File: src/rtl/fft_pkg.sv
// Shared definitions for the FFT front-end: loader FSM encoding, bank count
// and frame-length helper.
package fft_pkg;

  localparam int NUM_BANKS = 4;
  localparam int BANK_W    = $clog2(NUM_BANKS);

  typedef enum logic [2:0] {
    ST_IDLE,
    ST_LOAD,
    ST_FIRE,
    ST_WAIT_LO,
    ST_WAIT_HI
  } state_t;

  function automatic int frame_len(input int a_bit);
    return NUM_BANKS << a_bit;
  endfunction

endpackage

File: src/rtl/fft_input_loader_if.sv
// Sample stream, RAM write port and sequencer handshake of the FFT input loader.
// Signal names carry their direction as seen from the loader.
interface fft_input_loader_if #(
  parameter int A_BIT = 10,
  parameter int D_BIT = 16
);
  import fft_pkg::*;

  logic [D_BIT-1:0]  iDATA_RE;
  logic [D_BIT-1:0]  iDATA_IM;
  logic              iVALID;
  logic              iSOP;
  logic              oREADY;
  logic              oWE;
  logic [BANK_W-1:0] oWR_BANK;
  logic [A_BIT-1:0]  oWR_ADDR;
  logic [D_BIT-1:0]  oWR_DATA_RE;
  logic [D_BIT-1:0]  oWR_DATA_IM;
  logic              oSTART;
  logic              iFFT_RDY;
  logic              oBUSY;
  logic              oERR;
  logic              iCLR_ERR;

  modport slave (
    input  iDATA_RE, iDATA_IM, iVALID, iSOP, iFFT_RDY, iCLR_ERR,
    output oREADY, oWE, oWR_BANK, oWR_ADDR, oWR_DATA_RE, oWR_DATA_IM,
           oSTART, oBUSY, oERR
  );

  modport master (
    output iDATA_RE, iDATA_IM, iVALID, iSOP, iFFT_RDY, iCLR_ERR,
    input  oREADY, oWE, oWR_BANK, oWR_ADDR, oWR_DATA_RE, oWR_DATA_IM,
           oSTART, oBUSY, oERR
  );

endinterface

File: src/rtl/fft_input_wr_reg.sv
// One-cycle registered write port into the four FFT data RAM banks.
// The top bits of the sample index select the bank, the rest address it.
module fft_input_wr_reg
  import fft_pkg::*;
#(
  parameter int A_BIT = 10,
  parameter int D_BIT = 16
) (
  input  logic              clk,
  input  logic              rst,
  input  logic              we_i,
  input  logic [A_BIT+1:0]  idx_i,
  input  logic [D_BIT-1:0]  re_i,
  input  logic [D_BIT-1:0]  im_i,
  output logic              we_o,
  output logic [BANK_W-1:0] bank_o,
  output logic [A_BIT-1:0]  addr_o,
  output logic [D_BIT-1:0]  re_o,
  output logic [D_BIT-1:0]  im_o
);

  logic              we_q;
  logic [BANK_W-1:0] bank_q;
  logic [A_BIT-1:0]  addr_q;
  logic [D_BIT-1:0]  re_q;
  logic [D_BIT-1:0]  im_q;

  always_ff @(posedge clk or posedge rst) begin
    if (rst) begin
      we_q   <= 1'b0;
      bank_q <= '0;
      addr_q <= '0;
      re_q   <= '0;
      im_q   <= '0;
    end else begin
      we_q <= we_i;
      if (we_i) begin
        bank_q <= idx_i[A_BIT+1:A_BIT];
        addr_q <= idx_i[A_BIT-1:0];
        re_q   <= re_i;
        im_q   <= im_i;
      end
    end
  end

  assign we_o   = we_q;
  assign bank_o = bank_q;
  assign addr_o = addr_q;
  assign re_o   = re_q;
  assign im_o   = im_q;

endmodule

File: src/rtl/fft_input_loader.sv
// Loads one complex frame in natural order into the FFT RAM banks, then
// starts the sequencer and holds off input until it has finished.
module fft_input_loader
  import fft_pkg::*;
#(
  parameter int A_BIT = 10,
  parameter int D_BIT = 16
) (
  input  logic               iCLK,
  input  logic               iRESET,
  fft_input_loader_if.slave  bus
);

  localparam int              CNT_W    = A_BIT + 2;
  localparam logic [CNT_W-1:0] CNT_LAST = CNT_W'(frame_len(A_BIT) - 1);

  state_t           state_q, state_d;
  logic [CNT_W-1:0] cnt_q, cnt_d;
  logic [CNT_W-1:0] wr_idx;
  logic             accept;
  logic             wr_en;
  logic             err_set;
  logic             err_q, err_d;
  logic             start_q;

  assign bus.oREADY = (state_q == ST_IDLE) || (state_q == ST_LOAD);
  assign accept     = bus.iVALID & bus.oREADY;

  always_comb begin
    state_d = state_q;
    cnt_d   = cnt_q;
    wr_en   = 1'b0;
    wr_idx  = '0;
    err_set = 1'b0;
    case (state_q)
      ST_IDLE: begin
        if (accept) begin
          if (bus.iSOP) begin
            wr_en   = 1'b1;
            cnt_d   = CNT_W'(1);
            state_d = ST_LOAD;
          end else begin
            err_set = 1'b1;
          end
        end
      end
      ST_LOAD: begin
        if (accept) begin
          wr_en = 1'b1;
          // A stray SOP restarts the frame with this sample as index 0
          if (bus.iSOP) begin
            err_set = 1'b1;
            cnt_d   = CNT_W'(1);
          end else begin
            wr_idx = cnt_q;
            if (cnt_q == CNT_LAST) begin
              cnt_d   = '0;
              state_d = ST_FIRE;
            end else begin
              cnt_d = cnt_q + CNT_W'(1);
            end
          end
        end
      end
      ST_FIRE:    state_d = ST_WAIT_LO;
      ST_WAIT_LO: if (!bus.iFFT_RDY) state_d = ST_WAIT_HI;
      ST_WAIT_HI: begin
        if (bus.iFFT_RDY) begin
          state_d = ST_IDLE;
          cnt_d   = '0;
        end
      end
      default:    state_d = ST_IDLE;
    endcase
  end

  assign err_d = err_set | (err_q & ~bus.iCLR_ERR);

  // Start is registered out of FIRE so it trails the final RAM write by a cycle
  always_ff @(posedge iCLK or posedge iRESET) begin
    if (iRESET) begin
      state_q <= ST_IDLE;
      cnt_q   <= '0;
      err_q   <= 1'b0;
      start_q <= 1'b0;
    end else begin
      state_q <= state_d;
      cnt_q   <= cnt_d;
      err_q   <= err_d;
      start_q <= (state_q == ST_FIRE);
    end
  end

  assign bus.oSTART = start_q;
  assign bus.oBUSY  = (state_q != ST_IDLE);
  assign bus.oERR   = err_q;

  fft_input_wr_reg #(
    .A_BIT(A_BIT),
    .D_BIT(D_BIT)
  ) u_wr_reg (
    .clk    (iCLK),
    .rst    (iRESET),
    .we_i   (wr_en),
    .idx_i  (wr_idx),
    .re_i   (bus.iDATA_RE),
    .im_i   (bus.iDATA_IM),
    .we_o   (bus.oWE),
    .bank_o (bus.oWR_BANK),
    .addr_o (bus.oWR_ADDR),
    .re_o   (bus.oWR_DATA_RE),
    .im_o   (bus.oWR_DATA_IM)
  );

endmodule
File: src/flat_wrapper.sv
// flat-port wrapper written by rule: the top's interface ports become plain ports
module fft_input_loader_flat import fft_pkg::*;
#(
  parameter int A_BIT = 10,
  parameter int D_BIT = 16
)
  (iCLK, iRESET, bus_iDATA_RE, bus_iDATA_IM, bus_iVALID, bus_iSOP, bus_iFFT_RDY, bus_iCLR_ERR, bus_oREADY, bus_oWE, bus_oWR_BANK, bus_oWR_ADDR, bus_oWR_DATA_RE, bus_oWR_DATA_IM, bus_oSTART, bus_oBUSY, bus_oERR);
  fft_input_loader_if #(.A_BIT(A_BIT), .D_BIT(D_BIT)) bus_i ();
  input  logic iCLK;
  input  logic iRESET;
  input wire logic [$bits(bus_i.iDATA_RE)-1:0] bus_iDATA_RE;
  input wire logic [$bits(bus_i.iDATA_IM)-1:0] bus_iDATA_IM;
  input wire logic [$bits(bus_i.iVALID)-1:0] bus_iVALID;
  input wire logic [$bits(bus_i.iSOP)-1:0] bus_iSOP;
  input wire logic [$bits(bus_i.iFFT_RDY)-1:0] bus_iFFT_RDY;
  input wire logic [$bits(bus_i.iCLR_ERR)-1:0] bus_iCLR_ERR;
  output wire logic [$bits(bus_i.oREADY)-1:0] bus_oREADY;
  output wire logic [$bits(bus_i.oWE)-1:0] bus_oWE;
  output wire logic [$bits(bus_i.oWR_BANK)-1:0] bus_oWR_BANK;
  output wire logic [$bits(bus_i.oWR_ADDR)-1:0] bus_oWR_ADDR;
  output wire logic [$bits(bus_i.oWR_DATA_RE)-1:0] bus_oWR_DATA_RE;
  output wire logic [$bits(bus_i.oWR_DATA_IM)-1:0] bus_oWR_DATA_IM;
  output wire logic [$bits(bus_i.oSTART)-1:0] bus_oSTART;
  output wire logic [$bits(bus_i.oBUSY)-1:0] bus_oBUSY;
  output wire logic [$bits(bus_i.oERR)-1:0] bus_oERR;
  assign bus_i.iDATA_RE = bus_iDATA_RE;
  assign bus_i.iDATA_IM = bus_iDATA_IM;
  assign bus_i.iVALID = bus_iVALID;
  assign bus_i.iSOP = bus_iSOP;
  assign bus_i.iFFT_RDY = bus_iFFT_RDY;
  assign bus_i.iCLR_ERR = bus_iCLR_ERR;
  assign bus_oREADY = bus_i.oREADY;
  assign bus_oWE = bus_i.oWE;
  assign bus_oWR_BANK = bus_i.oWR_BANK;
  assign bus_oWR_ADDR = bus_i.oWR_ADDR;
  assign bus_oWR_DATA_RE = bus_i.oWR_DATA_RE;
  assign bus_oWR_DATA_IM = bus_i.oWR_DATA_IM;
  assign bus_oSTART = bus_i.oSTART;
  assign bus_oBUSY = bus_i.oBUSY;
  assign bus_oERR = bus_i.oERR;
  fft_input_loader #(.A_BIT(A_BIT), .D_BIT(D_BIT)) u_core (.iCLK(iCLK), .iRESET(iRESET), .bus(bus_i));
endmodule
File: config.mk
export PLATFORM = sky130hd
export DESIGN_NAME = fft_input_loader_flat
export DESIGN_NICKNAME = d
export VERILOG_FILES = /design/src/rtl/fft_pkg.sv /design/src/rtl/fft_input_loader_if.sv /design/src/rtl/fft_input_wr_reg.sv /design/src/rtl/fft_input_loader.sv /design/src/flat_wrapper.sv
export SDC_FILE = /design/constraint.sdc
export NUM_CORES = 1
export LEC_CHECK = 0
export CORE_ASPECT_RATIO = 0.9
export CORE_MARGIN = 1
export CORE_UTILIZATION = 41
export CTS_BUF_LIST = sky130_fd_sc_hd__clkbuf_4 sky130_fd_sc_hd__clkbuf_8
export CTS_CLUSTER_DIAMETER = 150
export CTS_CLUSTER_SIZE = 20
export DETAILED_ROUTE_END_ITERATION = 8
export GPL_TIMING_DRIVEN = 0
export PLACE_DENSITY = 0.79
export SLEW_MARGIN = 30
export SYNTH_ARGS = -nofsm -noshare
export SYNTH_HDL_FRONTEND = slang
export SYNTH_HIERARCHICAL = 1
export SYNTH_SLANG_ARGS = --single-unit
File: constraint.sdc
create_clock -name iCLK -period 2 [get_ports iCLK]
set_input_delay 0.4 -clock iCLK [delete_from_list [all_inputs] [get_ports iCLK]]
set_output_delay 0.4 -clock iCLK [all_outputs]
set_load 0.005 [all_outputs]
# --- After elaboration in Yosys (flattened, before gate mapping) ---
# Cells that the tools add are included.
totals:
  register_bits: 62
  input_bits: 38
  out_inout_bits: 49
  wordCells: 57
classes:
  add_sub_neg: 1
  n_eq_ne: 12
  muxes: 25
  bitwise_logic: 4
  n_reduce_logical: 6
ops:
  columns: ["op", "n"]
  rows:
  - ["12-bit 2-to-1 mux", 9]
  - ["12-bit case mux with 3 select lines", 1]
  - ["3-bit 2-to-1 mux", 7]
  - ["3-bit case mux with 5 select lines", 1]
  - ["12-bit by 1-bit adder with 12-bit output, second input constant", 1]
  - ["12-bit equality test, second input constant", 1]
  - ["2-bit != test, second input constant", 5]
  - ["7-bit AND reduction", 1]
  - ["3-bit by 2-bit equality test with 1-bit output, second input constant", 2]
  - ["3-bit nonzero test", 2]
  - ["1-bit 2-to-1 mux", 5]
  - ["5-bit AND reduction", 1]
  - ["2-bit by 1-bit != test with 1-bit output, second input constant", 2]
  - ["1-bit case mux with 2 select lines", 2]
  - ["3-bit by 1-bit equality test with 1-bit output, second input constant", 1]
  - ["3-bit equality test, second input constant", 1]
  - ["3-bit logical NOT", 1]
  - ["1-bit AND", 2]
  - ["1-bit logical OR", 1]
  - ["1-bit inverter", 1]
  - ["1-bit bitwise OR", 1]

# --- Longest topological paths before layout ---
depth:
  word_depth: 6
  mapped_depth: 6

# --- By module ---
# The synthesis kept the hierarchy.
modules_own_cells:
  columns: ["module", "instances", "cells_each", "area_each_um2"]
  rows:
  - ["fft_input_wr_reg", 1, 95, 1866.8]
  - ["fft_input_loader", 1, 129, 1119.8]

# --- Least setup slack after synthesis ---
# No wires, ideal clock.
synth_path:
  path_type: "register to register"
  startpoint: "reg u_core.state_q[1]"
  endpoint: "reg u_core.cnt_q[9]"
  setup_time_ns: 0.079
  t_arrival_ns: 1.697
  t_required_ns: 1.921
  path_slack_ns: 0.223
  stages_incl_launch_ff: 5
  path_buffers: 1
  period_less_slack_ns: 1.777
  path_cell_list: "dfrtp_1 > buf_6 > or4b_4 > or4b_1 > mux2i_1"
synth_via:
  elab_chain_cells: 5
synth_lines:
  columns: ["element", "line", "text"]
  rows:
  - ["start, declared", "fft_input_loader.sv:17", "state_t state_q, state_d;"]
  - ["start signal, assigned", "fft_input_loader.sv:87", "state_q <= state_d;"]
  - ["3-bit by 1-bit equality test with 1-bit output / 3-bit logical NOT (equally long branches)", "fft_input_loader.sv:26, fft_input_loader.sv:35", null]
  - ["1-bit logical OR", "fft_input_loader.sv:26", "assign bus.oREADY = (state_q == ST_IDLE) || (state_q == ST_LOAD);"]
  - ["1-bit AND", "fft_input_loader.sv:27", "assign accept = bus.iVALID & bus.oREADY;"]
  - ["2-bit by 1-bit != test with 1-bit output (no source line)", null, null]
  - ["5-bit AND reduction (no source line)", null, null]
  - ["end signal, assigned", "fft_input_loader.sv:88", "cnt_q <= cnt_d;"]
  - ["end, declared", "fft_input_loader.sv:18", "logic [CNT_W-1:0] cnt_q, cnt_d;"]
# Parallel ways exist; a longest one is shown, timed or not.
# A chain may end at the register's enable or synchronous reset.

# --- Final worst setup path ---
layout_path:
  startpoint: "in bus_iSOP"
  endpoint: "reg u_core.cnt_q[9]"
layout_via:
  elab_chain_cells: 3
layout_lines:
  columns: ["element", "line", "text"]
  rows:
  - ["start, declared", "flat_wrapper.sv:14", "input wire logic [$bits(bus_i.iSOP)-1:0] bus_iSOP;"]
  - ["12-bit 2-to-1 mux", "fft_input_loader.sv:51", "if (bus.iSOP) begin"]
  - ["12-bit 2-to-1 mux", "fft_input_loader.sv:48", "if (accept) begin"]
  - ["12-bit case mux with 3 select lines", "fft_input_loader.sv:35", "case (state_q)"]
# Parallel ways exist; a longest one is shown, timed or not. The select of a mux whose other input is x is not followed.

==> impl_results.md <==
* Status: completed
* Seq pwr share at 0.441
* First-pass GRT wire length at 10600 um
* Htree depth at 3
* PwrDens at 746 mW/mm^2
* Largest area contributor in the netlist: dfrtp_1
* Finished Cell Area at between 0.004 and 0.005 mm^2
* CTS buffer count at 9
* Minimum clock period at about 2.0 ns
* Post-place setup slack at -0.391 ns
* Ports at between 80 and 90
* Worst min-delay path category: primary input to asynchronous set/reset pin
* Final Power at 3.19 mW
* Max incr delay on CP at between 0.5 and 0.6 ns
* Vias per cell at slightly above 5
* Root Buffer: clkbuf_8
* Final hold viol count at 0
* Finished Layout Cells at between 400 and 500
* DR WL/cell at roughly 15 um
* FF+latch count, synth at 62
* Worst setup path category: primary input to register
* Critical path's slowest cell: or4b_4
* Pin count of the biggest net entering global routing at 32
* Area Overhead vs Synth at 43.3%
* Worst path bufs/invs at 1
* Reg2reg setup slack at between 0.1 and 0.15 ns
* Synth top area share at 0.519
* Endpoint class of the critical path: register
* CP top delay family: simple AND/OR/NAND/NOR gates
* CTS sink cnt at 62
* Worst Skew at 0.00673 ns
* Die Span X at roughly 92 um
* Quantity of I/O buffers inserted on ports at 86
* Crit path from: bus_iSOP
* Initial Util at 0.424
* Die area at roughly 0.0076 mm^2
* CP Launch Type: primary input
* Max Slew Vio Count at 0
* CTS tree: built
* Critical Path AT at approximately 2.2 ns
* Library cells used by synthesis at 43
* Core area at ~0.007 mm^2
* Syn nets at between 200 and 300
* Highest fanout seen on the critical path at 7
* Psw at between 0.7 and 0.8 mW
* Vias in the first global route at roughly 2200
* Max_cap viols at 0
* Unrepaired setup endpoints after global routing: false
* DRC violation count after routing at 0
* Grt total ovfl at 0
* Reg clk slew, reported paths at approximately 0.070 ns
* Critical-path cell list: clkdlybuf4s50_1 > or4b_4 > or4b_1 > mux2i_1
* Mapped Cells at between 200 and 250
* Syn Area/Cell at around 13 um^2
* # placed instances at between 400 and 500
* Clock latency on the worst-skew pair at about 0.34 ns
* Max Root-Sink Buffers at 2
* Die height at approximately 83 um
* Critical path required time at ~2.3 ns
* Fmax at ~510 MHz
* Clock power frac at 0.391
* Share of cells above drive strength 1 at 0.257
* Final Cycle Share at 0.978
* Worst-Margin Slew at 0.694 ns
* Syn. warnings at 6
* Comb pwr share at 0.168
* GRT Util Overall at 0.178
* Initial DRT Pass Iterations at 4
* Initial antenna violation count at 0
* Largest cells by area after synthesis: dfrtp_1, mux2_4, buf_12
* Setup TNS at 0 ns
* VDD IR-drop max at between 0.7 and 0.8 mV
* Internal Power at ~2.5 mW
* Via count at 2149
* Switching Fraction at 0.227
* Nets at 365
* Mapped cell area at roughly 0.0030 mm^2
* Routed WL at between 6000 and 7000 um
* Final Util at 0.608
* Final ANT Viol Nets at 0
* GPL Wtd Cong at ~0.86
* Placement Cell Area at about 0.004 mm^2
* R2r startpoint: u_core/state_q[1]
* Hold Slack at approximately 0.37 ns
* Fin worst setup slack at between 0.04 and 0.05 ns
* LEAKAGE at 1.94 nW
* Setup Viol. Count Final at 0
* # diodes at 0
* Rel. slew slack at 0.537
* Post-synthesis sequential area ratio at 0.519
* Cell Rows at 29
* Detailed placement HPWL at around 4400 um
* Detailed Route Iter0 Violations at between 100 and 150
worst register-to-register path: stages (launching register included):
cell and delay (ns):
dfrtp_1 0.41, buf_6 0.16, or4b_4 0.57, or4b_1 0.53
mux2i_1 0.14
placed cells by master, fill, tap and decap left out, types with 2 or more instances in the layout:
master and instances:
bufinv_16 2, clkbuf_8 11, inv_2 2, buf_6 2
buf_2 2, and2_1 4, a21oi_1 7, nand4_1 5
o41ai_1 2, o21ai_0 7, nor2_1 6, or3_1 3
nand2_1 10, and3_1 10, a31oi_1 2, a32oi_1 2
mux2_2 4, buf_12 5, clkbuf_1 2, nand3b_1 2
buf_4 6, dfrtp_1 62, mux2_4 40, and4_1 2
clkdlybuf4s50_1 84, inv_1 8, nand3_1 6, or4_1 2
o211ai_1 3, mux2i_1 2
state kept, by name, indices dropped and copies added (netlist names):
| register | cells |
|---|---|
| u_core/bus.oERR | 1 |
| u_core/bus.oSTART | 1 |
| u_core/cnt_q | 12 |
| u_core/state_q | 3 |
| u_core/u_wr_reg/addr_o | 10 |
| u_core/u_wr_reg/bank_o | 2 |
| u_core/u_wr_reg/im_o | 16 |
| u_core/u_wr_reg/re_o | 16 |
| u_core/u_wr_reg/we_o | 1 |
cells in the mapped netlist:
master      n
a211o_1     1
a21o_1      1
a21oi_1     8
a221oi_1    1
a31oi_1     2
a32oi_1     2
and2_0      1
and2_1      4
and3_1     10
and4_1      2
and4bb_2    1
buf_12      4
buf_2       4
buf_6       2
clkbuf_1    3
dfrtp_1    62
ha_1        1
inv_1      10
mux2_2      4
mux2_4     40
mux2i_1     2
nand2_1    10
nand2b_1    1
nand3_1     6
nand3b_1    2
nand4_1     5
nand4_2     1
nor2_1      7
nor3_1      1
nor3b_1     1
nor4b_4     1
o2111ai_1   1
o211ai_1    3
o21a_1      1
o21ai_0     7
o22ai_1     1
o31ai_1     1
o41ai_1     2
or3_1       3
or4_1       2
or4b_1      1
or4b_4      1
xnor2_1     1
per-layer routing:
metal / up-vias / global-route usage / part of all wire
met2: 71 / 0.273 / 0.47
li1: 1016 / - / -
met1: 1057 / 0.239 / 0.46
met4: 0 / 0.0469 / 0.0085
met5: - / 0 / 0
met3: 5 / 0.0659 / 0.062
power by group through the flow:
stage	clock [mW]	sequential (mW)	combinational [mW]
3_5_place_dp	0	1.43	0.528
4_1_cts	1.30	1.41	0.538
6_report	1.25	1.41	0.535
2_1_floorplan	0	1.43	0.242
3_3_place_gp	0	1.43	0.515
5_1_grt	1.34	1.42	0.574
kinds of logic after synthesis:
kind of cell / share of synthesized area
DFF: 0.519
and+or+nand+nor: 0.126
muxes: 0.223
AOI/OAI and AO/OA: 0.0670
buffers and inverters: 0.0574
xor gates and xnor gates: 0.00293
adders and majority gates: 0.00419
layout make-up:
cell class | count | area, um^2
clock buffers | 11 | 151
well taps | 93 | 116
repair buffers | 92 | 920
clock inverters | 5 | 81.3
flip-flops and latches | 62 | 1550
fillers | 563 | 2760
plain buffers | 12 | 135
multi-input cells | 139 | 1290
inverters | 10 | 37.5
final timing paths:
kind,end,cells after the start
worst min register to register,u_core/u_wr_reg/im_o[14],1
max in group asynchronous,u_core/cnt_q[0],2
min in group iCLK,u_core/u_wr_reg/im_o[14],1
worst max register to register,u_core/cnt_q[9],4
worst max-delay path,u_core/cnt_q[9],4
worst min-delay path,u_core/u_wr_reg/im_o[12],2
repair_timing:
item                       CTS  global route
resized for setup            3             8
setup endpoints to repair    7            10
hold buffers                 0             0
setup buffers                3             2
pin swaps                    1             1
No activity file was read; power rests on OpenSTA's default activity.
==> RTL change 1: new RTL, same flow settings <==
`A_BIT` is set to 10 in 4 places; all go to 9.
--- a/src/rtl/fft_input_loader_if.sv
+++ b/src/rtl/fft_input_loader_if.sv
@@ -3,3 +3,3 @@
 interface fft_input_loader_if #(
-  parameter int A_BIT = 10,
+  parameter int A_BIT = 9,
   parameter int D_BIT = 16
--- a/src/rtl/fft_input_wr_reg.sv
+++ b/src/rtl/fft_input_wr_reg.sv
@@ -5,3 +5,3 @@
 #(
-  parameter int A_BIT = 10,
+  parameter int A_BIT = 9,
   parameter int D_BIT = 16
--- a/src/rtl/fft_input_loader.sv
+++ b/src/rtl/fft_input_loader.sv
@@ -5,3 +5,3 @@
 #(
-  parameter int A_BIT = 10,
+  parameter int A_BIT = 9,
   parameter int D_BIT = 16
--- a/src/flat_wrapper.sv
+++ b/src/flat_wrapper.sv
@@ -3,3 +3,3 @@
 #(
-  parameter int A_BIT = 10,
+  parameter int A_BIT = 9,
   parameter int D_BIT = 16
Interface: changed (resized bus_oWR_ADDR); port bits go from 87 to 86. No check against the original RTL was run, so the function may have changed too.
==> RTL change 1 against the original RTL <==
Sequential share of layout area is 0.36 points higher. Die area fell by 3.8%. Synthesized area decreased by 3.9%. Sequential cell count decreased by 2. Setup slack improved by 0.049 ns. Count of clock-buffer cells in the layout shrank 1. Critical path depth unchanged. Global-route usage rose by 0.66 points. Via count decreased by 1.2%. Design area decreased by 4.1%. Wire length shrank 3.3%. Total power shrank 6.2%. Hold slack improved by 0.049 ns.
==> RTL change 1: results (changes against the original RTL) <==
leakage_nw: 1.80  # was 1.94 nW
cts_root_buf: "clkbuf_8"  # unchanged
met1_length_mm: 2.88  # was 2.95 mm
use_met3_pct: 5.71  # was 6.59%
fin_ws_ns: 0.0933  # was 0.0445 ns
peakVddDrop_mv: 0.403  # was 0.730 mV
synth_top_area_cell: "dfrtp_1"  # unchanged
top_layer: "met4"  # unchanged
pre_cts_ws_ns: -0.511  # was -0.391 ns
crit_end: "bus_oBUSY"  # was u_core/cnt_q[9]
crit_family: "buffers and inverters"  # was simple AND/OR/NAND/NOR gates
worstPathArrival_ns: 1.51  # was 2.21 ns
fin_nets: 354  # was 365
clk_pin_slew_ns: 0.07  # about the same
maxCapViolations: 0  # unchanged
vias: 2124  # was 2149
fin_skew_ns: 0.00794  # was 0.00673 ns
place_hpwl_mm: 4.38  # was 4.45 mm
r2r_start: "u_core/state_q[1]"  # unchanged
tightestPinTransition_ns: 0.700  # was 0.694 ns
yosysUniqueCellTypes: 40  # was 43
crit_fanout: 10  # was 7
r2r_slack_ns: 0.10
grt_max_degree: 27  # was 32
diodes: 0  # unchanged
grt_usage_pct: 18.5  # was 17.8%
hold_slack_ns: 0.418  # was 0.369 ns
ys_seq_area_share_pct: 52.3  # was 51.9%
dr.pass1.iters: 4  # unchanged
cts_made_buffers: 9  # unchanged
grt_pass1_wl_mm: 10.5  # was 10.6 mm
synth_nets: 256  # was 263
ys.warnings.count: 6  # unchanged
synth_common_cells: "dfrtp_1 (60), mux2_4 (40), o21ai_0 (10)"  # was dfrtp_1 (62), mux2_4 (40), and3_1 (10), inv_1 (10), nand2_1 (10)
r2r-end: "u_core/u_wr_reg/re_o[2]"  # was u_core/cnt_q[9]
drt-initial-drc-count: 72  # was 140
routabilityCongestion: 0.864  # was 0.856
io_buffers: 85  # was 86
outcome: "complete, no violations"  # unchanged
wl_mm: 6.23  # was 6.44 mm
worst_hold_path_type: "in2async"  # unchanged
drive_gt1_share_pct: 25.1  # was 25.7%
antenna_found_initial: 0  # unchanged
clock_path_buffers: 2  # unchanged
cts_max_level: 3  # unchanged
met2_length_mm: 2.80  # was 3.04 mm
max_stage_delay_ns: 0.44  # was 0.58 ns
cp_slowest_cell: "clkdlybuf4s50_1"  # was or4b_4
met2_usage_pct: 29.8  # was 27.3%
cp-startpoint: "u_core/state_q[2]"  # was bus_iSOP
reg2regPathDepth: 6  # was 4
clk_latency_ns: 0.33
use_met1_pct: 24.1  # was 23.9%
async_flop_share_pct: 100  # unchanged
wl_met3_um: 474  # was 401 µm
synthTopCellsByArea: "dfrtp_1 (52%), mux2_4 (21%), buf_12 (2.8%)"  # was dfrtp_1 (52%), mux2_4 (20%), buf_12 (2.7%)
hold_violations: 0  # unchanged
[RTL change 1: cell types whose count changed in the layout (fill, tap and decap cells not counted), sizes merged, moves of 3 or more]
| cell | unedited run | this run |
|---|---|---|
| and2 | 5 | 9 |
| and3 | 10 | 2 |
| o31ai | 1 | 4 |
| inv | 10 | 7 |
| o21ai | 7 | 11 |
| nor3 | 1 | 6 |
| a211oi | 0 | 3 |
| or3 | 3 | 6 |
| nand2 | 10 | 7 |
| buf | 15 | 11 |
[RTL change 1: through the flow]
| step | util (%) | instance area (µm²) | power (mW) | instances |
|---|---|---|---|---|
| finish | 61.7 | 4100 | 2.99 | 409 |
| global route | 61.7 | 4100 | 3.14 | 409 |
| CTS | 61.3 | 4080 | 3.03 | 409 |
| detailed placement | 58.0 | 3860 | 1.96 | 393 |
| global placement | 57.6 | 3830 | 1.94 | 392 |
| floorplan | - | 2870 | 1.66 | 217 |
[RTL change 1: final cells by class]
class | instances | area [µm²]
multi-input combinational | 137 | 1240
clock inverter | 5 | 52.6
inverter | 7 | 26.3
sequential | 60 | 1500
timing repair buffer | 87 | 883
buffer | 13 | 146
fill | 515 | 2550
tap | 90 | 113
clock buffer | 10 | 138
[RTL change 1: what timing repair did]
action / in CTS / in global routing
buffers inserted: 1 / 0
endpoints found under the setup margin: 55 / 53
gates resized for setup: 9 / 10
[RTL change 1: power breakdown]
group          switching, mW  internal [mW]
Clock                  0.458          0.595
Sequential            0.0714           1.32
Combinational          0.183          0.368
Total                  0.712           2.28
[RTL change 1: cells by family (layout without fill, tap and decap cells)]
logic type	after synthesis	in the layout	synth area share (%)
buf+inv	20	122	5.53
mux	43	43	22.1
simple gates	57	57	11.5
xor+xnor	2	2	0.610
fa+ha+maj	1	1	0.436
compound gates	34	34	7.58
flops	60	60	52.3
==> RTL change 2: new RTL, config.mk and constraints unchanged <==
Made on the original files. Re-encode `state_t` (5 states) as one-hot, 5 bits wide.
--- a/src/rtl/fft_pkg.sv
+++ b/src/rtl/fft_pkg.sv
@@ -7,8 +7,8 @@
 
-  typedef enum logic [2:0] {
-    ST_IDLE,
-    ST_LOAD,
-    ST_FIRE,
-    ST_WAIT_LO,
-    ST_WAIT_HI
+  typedef enum logic [4:0] {
+    ST_IDLE    = 5'b00001,
+    ST_LOAD    = 5'b00010,
+    ST_FIRE    = 5'b00100,
+    ST_WAIT_LO = 5'b01000,
+    ST_WAIT_HI = 5'b10000
   } state_t;
Function: same outputs for any inputs over 10 cycles, from zero or initial values and one cycle with iRESET high; not proved beyond that.
==> RTL change 2 against the original RTL <==
The flow now finishes with violations (negative setup slack). Largest cell class unchanged. Wire length up 11%. Final cell count up 4.7%. Setup slack worse by 0.048 ns. Via count up 7.1%. Critical path depth up 2. Sequential cell count up 2. Synthesized area up 4.0%. Critical path type is now reg2reg. Design area up 5.8%. Non-clock buffer count up 4.
Power is not compared: it rests on default switching activity, and its combinational part moved more than twofold at a synthesized area within 25%.
==> RTL change 2: results (changes against the original RTL) <==
outcome: "finished with violations"  # was complete, no violations
violations: "negative setup slack"
r2r-end: "u_core/cnt_q[6]"  # was u_core/cnt_q[9]
reg2regPathDepth: 6  # was 4
cp_slowest_cell: "dfrtp_2"  # was or4b_4
drt-initial-drc-count: 155  # was 140
fin_ws_ns: -0.00368  # was 0.0445 ns
seq_area_share_pct: 35.4  # was 36.3%
place_area_um2: 4110  # was 3980 µm²
synthTopCellsByArea: "dfrtp_1 (51%), mux2_4 (19%), and2_1 (2.6%)"  # was dfrtp_1 (52%), mux2_4 (20%), buf_12 (2.7%)
ys_seq_area_share_pct: 51.6  # was 51.9%
cp-startpoint: "u_core/state_q[1]"  # was bus_iSOP
non_clock_buffer_area_share_pct: 24.4  # was 24.6%
use_met1_pct: 22.6  # was 23.9%
use_met3_pct: 4.53  # was 6.59%
place_hpwl_mm: 4.87  # was 4.45 mm
tightestPinTransition_ns: 0.777  # was 0.694 ns
postCtsSetupRepairBufs: 7  # was 3
via_per_inst: 5.18  # was 5.07
yosysUniqueCellTypes: 46  # was 43
nNonClkInverters: 7  # was 10
post_cts_resized: 18  # was 3
synth_common_cells: "dfrtp_1 (63), mux2_4 (40), o21ai_0 (15)"  # was dfrtp_1 (62), mux2_4 (40), and3_1 (10), inv_1 (10), nand2_1 (10)
met2_usage_pct: 30.2  # was 27.3%
finalSetupViolations: 1  # was 0
timing.setup.tns_ns: -0.00368  # was 0 ns
hold_slack_ns: 0.458  # was 0.369 ns
wl_met3_um: 452  # was 401 µm
-- RTL change 2: cell types whose count changed after synthesis, sizes merged, moves of 4 or more --
cell   unedited run  this run
nor2b             0         5
nand4             6         1
nor3              1         5
and3             10         1
a21oi             8         3
o21ai             7        15
nor4              0         4
and2              5        13
-- RTL change 2: kinds of logic after synthesis --
logic type / after synthesis / share of synthesized area (%)
multiplexers: 46 / 21.4
buffers and inverters: 19 / 4.91
XOR/XNOR: 3 / 0.846
AND/OR/NAND/NOR: 71 / 13.0
AO/OA/AOI/OAI: 36 / 7.85
flip-flops: 64 / 51.6
adder cells (fa/ha/maj): 1 / 0.403
-- RTL change 2: worst max-delay path: cells and delay by family, from the launching register on --
kind,cells,cell delay [ns]
compound gates,4,0.94
buf+inv,1,0.22
flops,1,0.46
simple gates,1,0.27
